**src/rtl/iir_biquad_df1.sv**
```systemverilog
// -----------------------------------------------------------------------------
// iir_biquad_df1
// Direct Form I biquad filter core with a single time-shared multiplier.
//   y[n] = b0*x[n] + b1*x1 + b2*x2 - a1*y1 - a2*y2
// Coefficients are signed Q2.30 values already normalised by a0. Each sample
// takes five MAC cycles, then the rounded/saturated result is held on the
// output stream until downstream accepts it.
//
// Ports
//   clk, rst_n           clock, asynchronous active-low reset
//   cr_b0..cr_a2         coefficient inputs (COEF_WIDTH_P, Q_BITS_P fraction)
//   cr_coef_update       pulse: load cr_* into the active coefficient set
//   cr_clear_state       pulse: zero the delay line and clear sr_overflow
//   x_valid/x_ready/x_data  input sample stream
//   y_valid/y_ready/y_data  output sample stream
//   sr_overflow          sticky flag: an output saturated
// -----------------------------------------------------------------------------
module iir_biquad_df1 #(
  parameter int DATA_WIDTH_P = 24,
  parameter int COEF_WIDTH_P = 32,
  parameter int Q_BITS_P     = 30
) (
  input  logic                    clk,
  input  logic                    rst_n,
  input  logic [COEF_WIDTH_P-1:0] cr_b0,
  input  logic [COEF_WIDTH_P-1:0] cr_b1,
  input  logic [COEF_WIDTH_P-1:0] cr_b2,
  input  logic [COEF_WIDTH_P-1:0] cr_a1,
  input  logic [COEF_WIDTH_P-1:0] cr_a2,
  input  logic                    cr_coef_update,
  input  logic                    cr_clear_state,
  input  logic                    x_valid,
  output logic                    x_ready,
  input  logic [DATA_WIDTH_P-1:0] x_data,
  output logic                    y_valid,
  input  logic                    y_ready,
  output logic [DATA_WIDTH_P-1:0] y_data,
  output logic                    sr_overflow
);

  localparam int PROD_W = DATA_WIDTH_P + COEF_WIDTH_P;
  localparam int ACC_W  = PROD_W + 3;
  localparam int RES_W  = ACC_W - Q_BITS_P;
  localparam int HI_W   = RES_W - DATA_WIDTH_P + 1;

  typedef enum logic [1:0] {
    ST_IDLE,
    ST_MAC,
    ST_OUT
  } state_e;

  state_e                    state_q, state_d;
  logic [2:0]                cnt_q, cnt_d;
  logic [ACC_W-1:0]          acc_q, acc_d;
  logic [DATA_WIDTH_P-1:0]   x_q, x_d;
  logic [DATA_WIDTH_P-1:0]   x1_q, x1_d, x2_q, x2_d;
  logic [DATA_WIDTH_P-1:0]   y1_q, y1_d, y2_q, y2_d;
  logic [COEF_WIDTH_P-1:0]   b0_q, b0_d, b1_q, b1_d, b2_q, b2_d;
  logic [COEF_WIDTH_P-1:0]   a1_q, a1_d, a2_q, a2_d;
  logic                      coef_pend_q, coef_pend_d;
  logic                      clr_pend_q, clr_pend_d;
  logic                      y_valid_q, y_valid_d;
  logic [DATA_WIDTH_P-1:0]   y_data_q, y_data_d;
  logic                      ovf_q, ovf_d;

  logic                      in_idle;
  logic                      accept;
  logic                      load_coef;
  logic                      do_clear;
  logic [COEF_WIDTH_P-1:0]   coef_sel;
  logic [DATA_WIDTH_P-1:0]   samp_sel;
  logic [PROD_W-1:0]         prod;
  logic [ACC_W-1:0]          acc_ext;
  logic [ACC_W-1:0]          acc_sum;
  logic [RES_W-1:0]          res;
  logic [HI_W-1:0]           res_hi;
  logic                      sat;
  logic [DATA_WIDTH_P-1:0]   y_sat;

  assign in_idle = (state_q == ST_IDLE);
  assign x_ready = in_idle && !coef_pend_q && !clr_pend_q;
  assign accept  = x_valid && x_ready;

  // Updates and clears requested while a sample is in flight wait for IDLE,
  // so the in-flight sample always finishes with the state it started with.
  assign load_coef = in_idle && (cr_coef_update || coef_pend_q);
  assign do_clear  = in_idle && (cr_clear_state || clr_pend_q);

  // NOTE: every variable assigned in an always_comb gets a value on every path
  // (defaults first); a path that leaves one unassigned infers a latch.
  always_comb begin
    coef_sel = b0_q;
    samp_sel = x_q;
    case (cnt_q)
      3'd0:    begin coef_sel = b0_q; samp_sel = x_q;  end
      3'd1:    begin coef_sel = b1_q; samp_sel = x1_q; end
      3'd2:    begin coef_sel = b2_q; samp_sel = x2_q; end
      3'd3:    begin coef_sel = a1_q; samp_sel = y1_q; end
      3'd4:    begin coef_sel = a2_q; samp_sel = y2_q; end
      default: begin coef_sel = b0_q; samp_sel = x_q;  end
    endcase

    // Both operands sign-extended to the product width; the low PROD_W bits
    // of the product are the exact signed result.
    prod    = {{DATA_WIDTH_P{coef_sel[COEF_WIDTH_P-1]}}, coef_sel} *
              {{COEF_WIDTH_P{samp_sel[DATA_WIDTH_P-1]}}, samp_sel};
    acc_ext = {{(ACC_W-PROD_W){prod[PROD_W-1]}}, prod};
    // Feedback (a) terms are subtracted.
    acc_sum = (cnt_q >= 3'd3) ? (acc_q - acc_ext) : (acc_q + acc_ext);

    // Adding 2^(Q-1) then shifting right by Q equals floor(acc / 2^Q) plus
    // bit Q-1 of acc: round half toward +inf without a wide adder.
    res    = acc_sum[ACC_W-1:Q_BITS_P] + RES_W'(acc_sum[Q_BITS_P-1]);
    res_hi = res[RES_W-1:DATA_WIDTH_P-1];
    // The result fits only if all bits above the output sign bit agree.
    sat    = !((&res_hi) || !(|res_hi));
    if (sat) begin
      y_sat = res[RES_W-1] ? {1'b1, {(DATA_WIDTH_P-1){1'b0}}}
                           : {1'b0, {(DATA_WIDTH_P-1){1'b1}}};
    end else begin
      y_sat = res[DATA_WIDTH_P-1:0];
    end
  end

  always_comb begin
    state_d     = state_q;
    cnt_d       = cnt_q;
    acc_d       = acc_q;
    x_d         = x_q;
    x1_d        = x1_q;
    x2_d        = x2_q;
    y1_d        = y1_q;
    y2_d        = y2_q;
    b0_d        = b0_q;
    b1_d        = b1_q;
    b2_d        = b2_q;
    a1_d        = a1_q;
    a2_d        = a2_q;
    coef_pend_d = coef_pend_q;
    clr_pend_d  = clr_pend_q;
    y_valid_d   = y_valid_q;
    y_data_d    = y_data_q;
    ovf_d       = ovf_q;

    case (state_q)
      ST_IDLE: begin
        if (accept) begin
          state_d = ST_MAC;
          cnt_d   = 3'd0;
          acc_d   = '0;
          x_d     = x_data;
        end
      end
      ST_MAC: begin
        acc_d = acc_sum;
        cnt_d = cnt_q + 3'd1;
        if (cnt_q == 3'd4) begin
          state_d   = ST_OUT;
          y_valid_d = 1'b1;
          y_data_d  = y_sat;
          x2_d      = x1_q;
          x1_d      = x_q;
          y2_d      = y1_q;
          y1_d      = y_sat;
          if (sat) begin
            ovf_d = 1'b1;
          end
        end
      end
      ST_OUT: begin
        if (y_ready) begin
          state_d   = ST_IDLE;
          y_valid_d = 1'b0;
        end
      end
      default: begin
        state_d = ST_IDLE;
      end
    endcase

    if (!in_idle && cr_coef_update) begin
      coef_pend_d = 1'b1;
    end
    if (!in_idle && cr_clear_state) begin
      clr_pend_d = 1'b1;
    end

    if (load_coef) begin
      b0_d        = cr_b0;
      b1_d        = cr_b1;
      b2_d        = cr_b2;
      a1_d        = cr_a1;
      a2_d        = cr_a2;
      coef_pend_d = 1'b0;
    end

    // Placed last so a clear overrides an overflow set in the same cycle.
    if (do_clear) begin
      x1_d       = '0;
      x2_d       = '0;
      y1_d       = '0;
      y2_d       = '0;
      ovf_d      = 1'b0;
      clr_pend_d = 1'b0;
    end
  end

  // NOTE: sequential state uses non-blocking assignments so every flop samples
  // the pre-edge values, independent of statement order.
  always_ff @(posedge clk or negedge rst_n) begin
    if (!rst_n) begin
      state_q     <= ST_IDLE;
      cnt_q       <= '0;
      acc_q       <= '0;
      x_q         <= '0;
      x1_q        <= '0;
      x2_q        <= '0;
      y1_q        <= '0;
      y2_q        <= '0;
      b0_q        <= '0;
      b1_q        <= '0;
      b2_q        <= '0;
      a1_q        <= '0;
      a2_q        <= '0;
      coef_pend_q <= 1'b0;
      clr_pend_q  <= 1'b0;
      y_valid_q   <= 1'b0;
      y_data_q    <= '0;
      ovf_q       <= 1'b0;
    end else begin
      state_q     <= state_d;
      cnt_q       <= cnt_d;
      acc_q       <= acc_d;
      x_q         <= x_d;
      x1_q        <= x1_d;
      x2_q        <= x2_d;
      y1_q        <= y1_d;
      y2_q        <= y2_d;
      b0_q        <= b0_d;
      b1_q        <= b1_d;
      b2_q        <= b2_d;
      a1_q        <= a1_d;
      a2_q        <= a2_d;
      coef_pend_q <= coef_pend_d;
      clr_pend_q  <= clr_pend_d;
      y_valid_q   <= y_valid_d;
      y_data_q    <= y_data_d;
      ovf_q       <= ovf_d;
    end
  end

  assign y_valid     = y_valid_q;
  assign y_data      = y_data_q;
  assign sr_overflow = ovf_q;

endmodule

```
**config.mk**
```make
export PLATFORM = sky130hd
export DESIGN_NAME = iir_biquad_df1
export DESIGN_NICKNAME = d
export VERILOG_FILES = /design/src/rtl/iir_biquad_df1.sv
export SDC_FILE = /design/constraint.sdc
export NUM_CORES = 2
export LEC_CHECK = 0
export ABC_AREA = 0
export ABC_CLOCK_PERIOD_IN_PS = 14200
export BUFFER_PORTS_ARGS = -buffer_cell sky130_fd_sc_hd__buf_2
export CAP_MARGIN = 10
export CORE_UTILIZATION = 59
export DETAILED_ROUTE_END_ITERATION = 8
export GPL_TIMING_DRIVEN = 0
export PLACE_DENSITY = 0.88
export REMOVE_ABC_BUFFERS = 1
export SETUP_SLACK_MARGIN = 0.2
export SLEW_MARGIN = 20
export SYNTH_ARGS = -nofsm -noshare
export SYNTH_HDL_FRONTEND = slang
export SYNTH_SLANG_ARGS = --single-unit
```
**constraint.sdc**
```tcl
create_clock -name clk -period 14.2 [get_ports clk]
set_input_delay 1.42 -clock clk [delete_from_list [all_inputs] [get_ports clk]]
set_output_delay 1.42 -clock clk [all_outputs]
set_load 0.005 [all_outputs]
```
==> reports/metrics.cfg, run 1 <==
[die]
placementRows=105
die_x_um=290.2
die_y_um=290.2
ios=217
start_util_pct=59.68

[synth]
ys_top_cells_by_count=inv_1 (804), fa_1 (784), nand2_1 (712), nor2_1 (558), dfrtp_1 (372)
yosysSeqAreaShare_pct=19.00
muxShareOfSynthArea_pct=5.342
synth_top_family_by_area=adder cells
synth_flop_cell=dfrtp_1
synth_edf_count=0
yosys.area.top_type=fa_1
syn_area_sq_mm=0.04900
synth_top_area_share_pct=32.03
ys.warnings.count=0
ys_async_sr_fraction_pct=100.0
synth_simple_gate_area_share_pct=14.48
ys_ff_latch=372
synth_compound_area_share_pct=12.31
synth_cell_types=90
avgSynthCellArea_sq_um=9.066
synth_area_leaders=fa_1 (32%), dfrtp_1 (19%), inv_1 (6.2%), ha_1 (5.5%), nand2_1 (5.5%)
yosys.area_share.xor_xnor_pct=2.898
yosysMostFrequentCell=inv_1
synth_fa_ha_area_share_pct=37.55
synthCells=5405

[clocking]
cts-buffers-inserted=43
ctsHoldBuffers=0
clockBufferDepth=3
numClockSinks=372
htree_levels=2
cts_root_buf=clkbuf_16

[grt]
grt-ovfl-total=106
track_usage_pct=60.21
grt_max_degree=101

[placement]
io_buffers=216
place_inst=6518
placed_cell_area_sq_mm=0.05328
dp_slack_ps=-2805
dp_hpwl_mm=127.7
globalplace.congestion=0.9853

[outcome]
outcome=did not finish
run.stop_error=[ERROR GRT-0232] Routing congestion too high. Check the congestion heatmap in the GUI.
haltStage=global routing

[timing]
worst_endpoint_kind=register data pin
crit_endpoint=y1_q[5]$_DFFE_PN0P_/D

kinds of logic after synthesis:
kind of cell / count (synthesis)
AO/OA/AOI/OAI: 898
XOR/XNOR: 160
adder cells (fa/ha/maj): 1000
buffers and inverters: 1092
flip-flops: 372
multiplexers: 238
AND/OR/NAND/NOR: 1645
repair_timing:
action | 4_1_cts
setup buffers | 102
resized for setup | 245
gates cloned | 3
setup endpoints to repair | 67
pin swaps | 60
through the flow:
stage	utilization, %	hold WS [ps]
after CTS	69.52	490.8
after detailed placement	64.89	475.1
after floorplan	-	449.8
after global placement	61.27	462.0
routing by layer:
metal	overflow	global-route usage (%)
met5	0	21.55
met4	41	50.86
met3	9	44.97
met2	53	77.26
met1	3	62.70
==> inputs of run 2 (changes only) <==
- ABC_CLOCK_PERIOD_IN_PS: 14200 -> 18460
- CORE_UTILIZATION: 59 -> 40
- PLACE_DENSITY: 0.88 -> unset
- PLACE_DENSITY_LB_ADDON: unset -> 0.15
- SETUP_SLACK_MARGIN: 0.2 -> unset
- clock period: 14.2 -> 18.46 ns (I/O delays scaled with it)
==> run 2 against run 1 <==
  * The run now ends clean
  * Synthesized cell count is the same
  * Synthesized area is the same
==> reports/metrics.cfg, run 2 <==
[die]
die_area_sq_mm=0.1239
die_x_um=352  ; +21%
ios=217  ; unchanged
die_y_um=352  ; +21%
core_sq_mm=0.1217
placementRows=128  ; +22%
start_util_pct=40.26  ; -19 points

[route]
drc=0
drtIter0Drc=2795
dr.pass1.iters=5
wl_met1_mm=71.83
post_drt_wl_per_cell_um=22.50
vias=39496
drt_wl_total_mm=161.4
met2WireLength_mm=75.11
routed.top_layer=met4
wl_met3_mm=9.371
via_per_inst=5.509
ant_nets=0

[timing]
worst_pin_slew_ps=1088
hold_violations=0
max_slew_margin_pct=26.97
period_minus_slack_ps=17540
fin_skew_ps=78.70
fmax_mhz=57.02
rsz0062_at_grt=false
fin_ws_ps=923.1
period_share_pct=95.00
slew_violations=0
setup-violations-final=0

[grt]
antenna_found_initial=1
grt_pass1_vias=40738
grt_pass1_wl_mm=251.9
grt-ovfl-total=0
grt_max_degree=91
track_usage_pct=26.43

[layout]
stdcell_area_sq_mm=0.05634
final_common_cell=inv_1
largest_reg_flops=59
fill_cells=11808
syn2layout_area_growth_pct=14.98
instances_no_fill=7170
top_register=acc_q
final_cell_mix=inv_1 (803), fa_1 (784), nand2_1 (710), nor2_1 (557), dfrtp_1 (372)
drive_above_1_share_pct=13.99
final_nets=6699
n_antenna_cell=0

[synth]
synth_area_leaders=fa_1 (32%), dfrtp_1 (19%), inv_1 (6.2%), ha_1 (5.5%), nand2_1 (5.5%)
ys.warnings.count=0  ; unchanged
ys_top_cells_by_count=inv_1 (804), fa_1 (784), nand2_1 (712), nor2_1 (558), dfrtp_1 (372)
syn_area_sq_mm=0.04900  ; unchanged
ys_ff_latch=372  ; unchanged
synth_cell_types=90  ; unchanged
yosys.area.top_type=fa_1
avgSynthCellArea_sq_um=9.066  ; unchanged
synthCells=5405  ; unchanged
ys_async_sr_fraction_pct=100.0  ; unchanged
synth_top_area_share_pct=32.03  ; unchanged
synth_edf_count=0  ; unchanged
yosysSeqAreaShare_pct=19.00  ; unchanged
yosysMostFrequentCell=inv_1
synth_flop_cell=dfrtp_1

[worst_setup_path]
crit_path_frequent_cell=buf_16
cp-start-kind=flop
cpPeakStageDelay_ps=760
crit_arrival_ps=18060
r2r-end=y1_q[6]
cp_slowest_cell=a2111oi_0
end_kind=flop
reg2reg_from=cnt_q[1]
critical_path_required_ps=18980
cp_max_fo=16
path_class=reg2reg
rrSetupSlack_ps=920
r2r_cells=55

[flow_run]
cap_violations=0

[clocking]
cts_tree=yes
clockBufferDepth=3  ; unchanged
path_clk_slew_ps=70
cts-buffers-inserted=47  ; +9.3%
cts_root_buf=clkbuf_16
ctsHoldBuffers=0  ; unchanged
numClockSinks=372  ; unchanged
htree_levels=2  ; unchanged
clk_latency_ps=670

[outcome]
outcome=finished, final reports clean

[worst_hold_path]
hold_end=acc_q[28]
hold_path_class=reg2reg
hp-start=acc_q[28]
min_delay_path_depth=2

[placement]
dp_hpwl_mm=134.2  ; +5.1%
placed_cell_area_sq_mm=0.05463  ; +2.5%
io_buffers=216  ; unchanged
dp_slack_ps=1021  ; +3827 ps
place_inst=7085  ; +8.7%
globalplace.congestion=0.9271  ; -5.9%

[run 2: cell counts after synthesis]
Identical to the previous run, type by type.
[run 2: metal layers]
layer / vias up / global-route usage [%]
met5: - / 0
met4: 0 / 7.694
met3: 181 / 3.725
met2: 1137 / 42.51
met1: 20405 / 36.97
li1: 17773 / -
[run 2: cell families after synthesis]
| logic type | Yosys count | share of synthesized area, % |
|---|---|---|
| AND/OR/NAND/NOR | 1645 | 14.48 |
| buffers and inverters | 1092 | 8.429 |
| adder cells (fa/ha/maj) | 1000 | 37.55 |
| AO/OA/AOI/OAI | 898 | 12.31 |
| flip-flops | 372 | 19.00 |
| multiplexers | 238 | 5.342 |
| XOR/XNOR | 160 | 2.898 |
[run 2: cell type report]
class                   count  area [sq um]  area share (%)
clock buffers              58          1277           2.267
inverters                 804          3018           5.357
clock inverters            27         409.1          0.7262
repair buffers            343          3473           6.165
well taps                1625          2033           3.609
multi-input cells        3941         36820           65.35
flip-flops and latches    372          9309           16.52
[run 2: how the worst max path moves through the flow]
stage / start / slack, ps / end
floorplan: cnt_q[1] / -9770 / y1_q[13]
global placement: cnt_q[1] / -31410 / y1_q[3]
detailed placement: cnt_q[1] / 1020 / y1_q[6]
CTS: cnt_q[1] / 920 / y1_q[6]
global route: cnt_q[1] / 50 / y1_q[8]
finish: cnt_q[1] / 920 / y1_q[6]
[run 2: worst max-delay path: cells and delay by family (launching register included)]
family / cells / cell delay (ps)
AOI/OAI and AO/OA: 13 / 5580
xor gates and xnor gates: 3 / 1010
adders and majority gates: 10 / 4690
buffers and inverters: 16 / 2420
DFF: 1 / 440
and+or+nand+nor: 13 / 3150
[run 2: through the flow]
stage | utilization (%) | hold WS, ps | TNS, ps
after CTS | 46.27 | 495.8 | 0
after floorplan | - | 449.8 | -756170
after detailed placement | 44.88 | 471.6 | 0
after global placement | 41.90 | 468.8 | -3431080
after global routing | 46.29 | 516.9 | 0
final | 46.29 | 491.1 | 0
[run 2: repair_timing]
item | 4_1_cts | 5_1_grt
buffers inserted | 0 | 0
gates resized for setup | 0 | 4
setup endpoints to repair | 0 | 25
Power of run 2 is left out: the tool's default activity adds up to more than one toggle a clock period on the data nets, which glitch-free logic cannot reach.
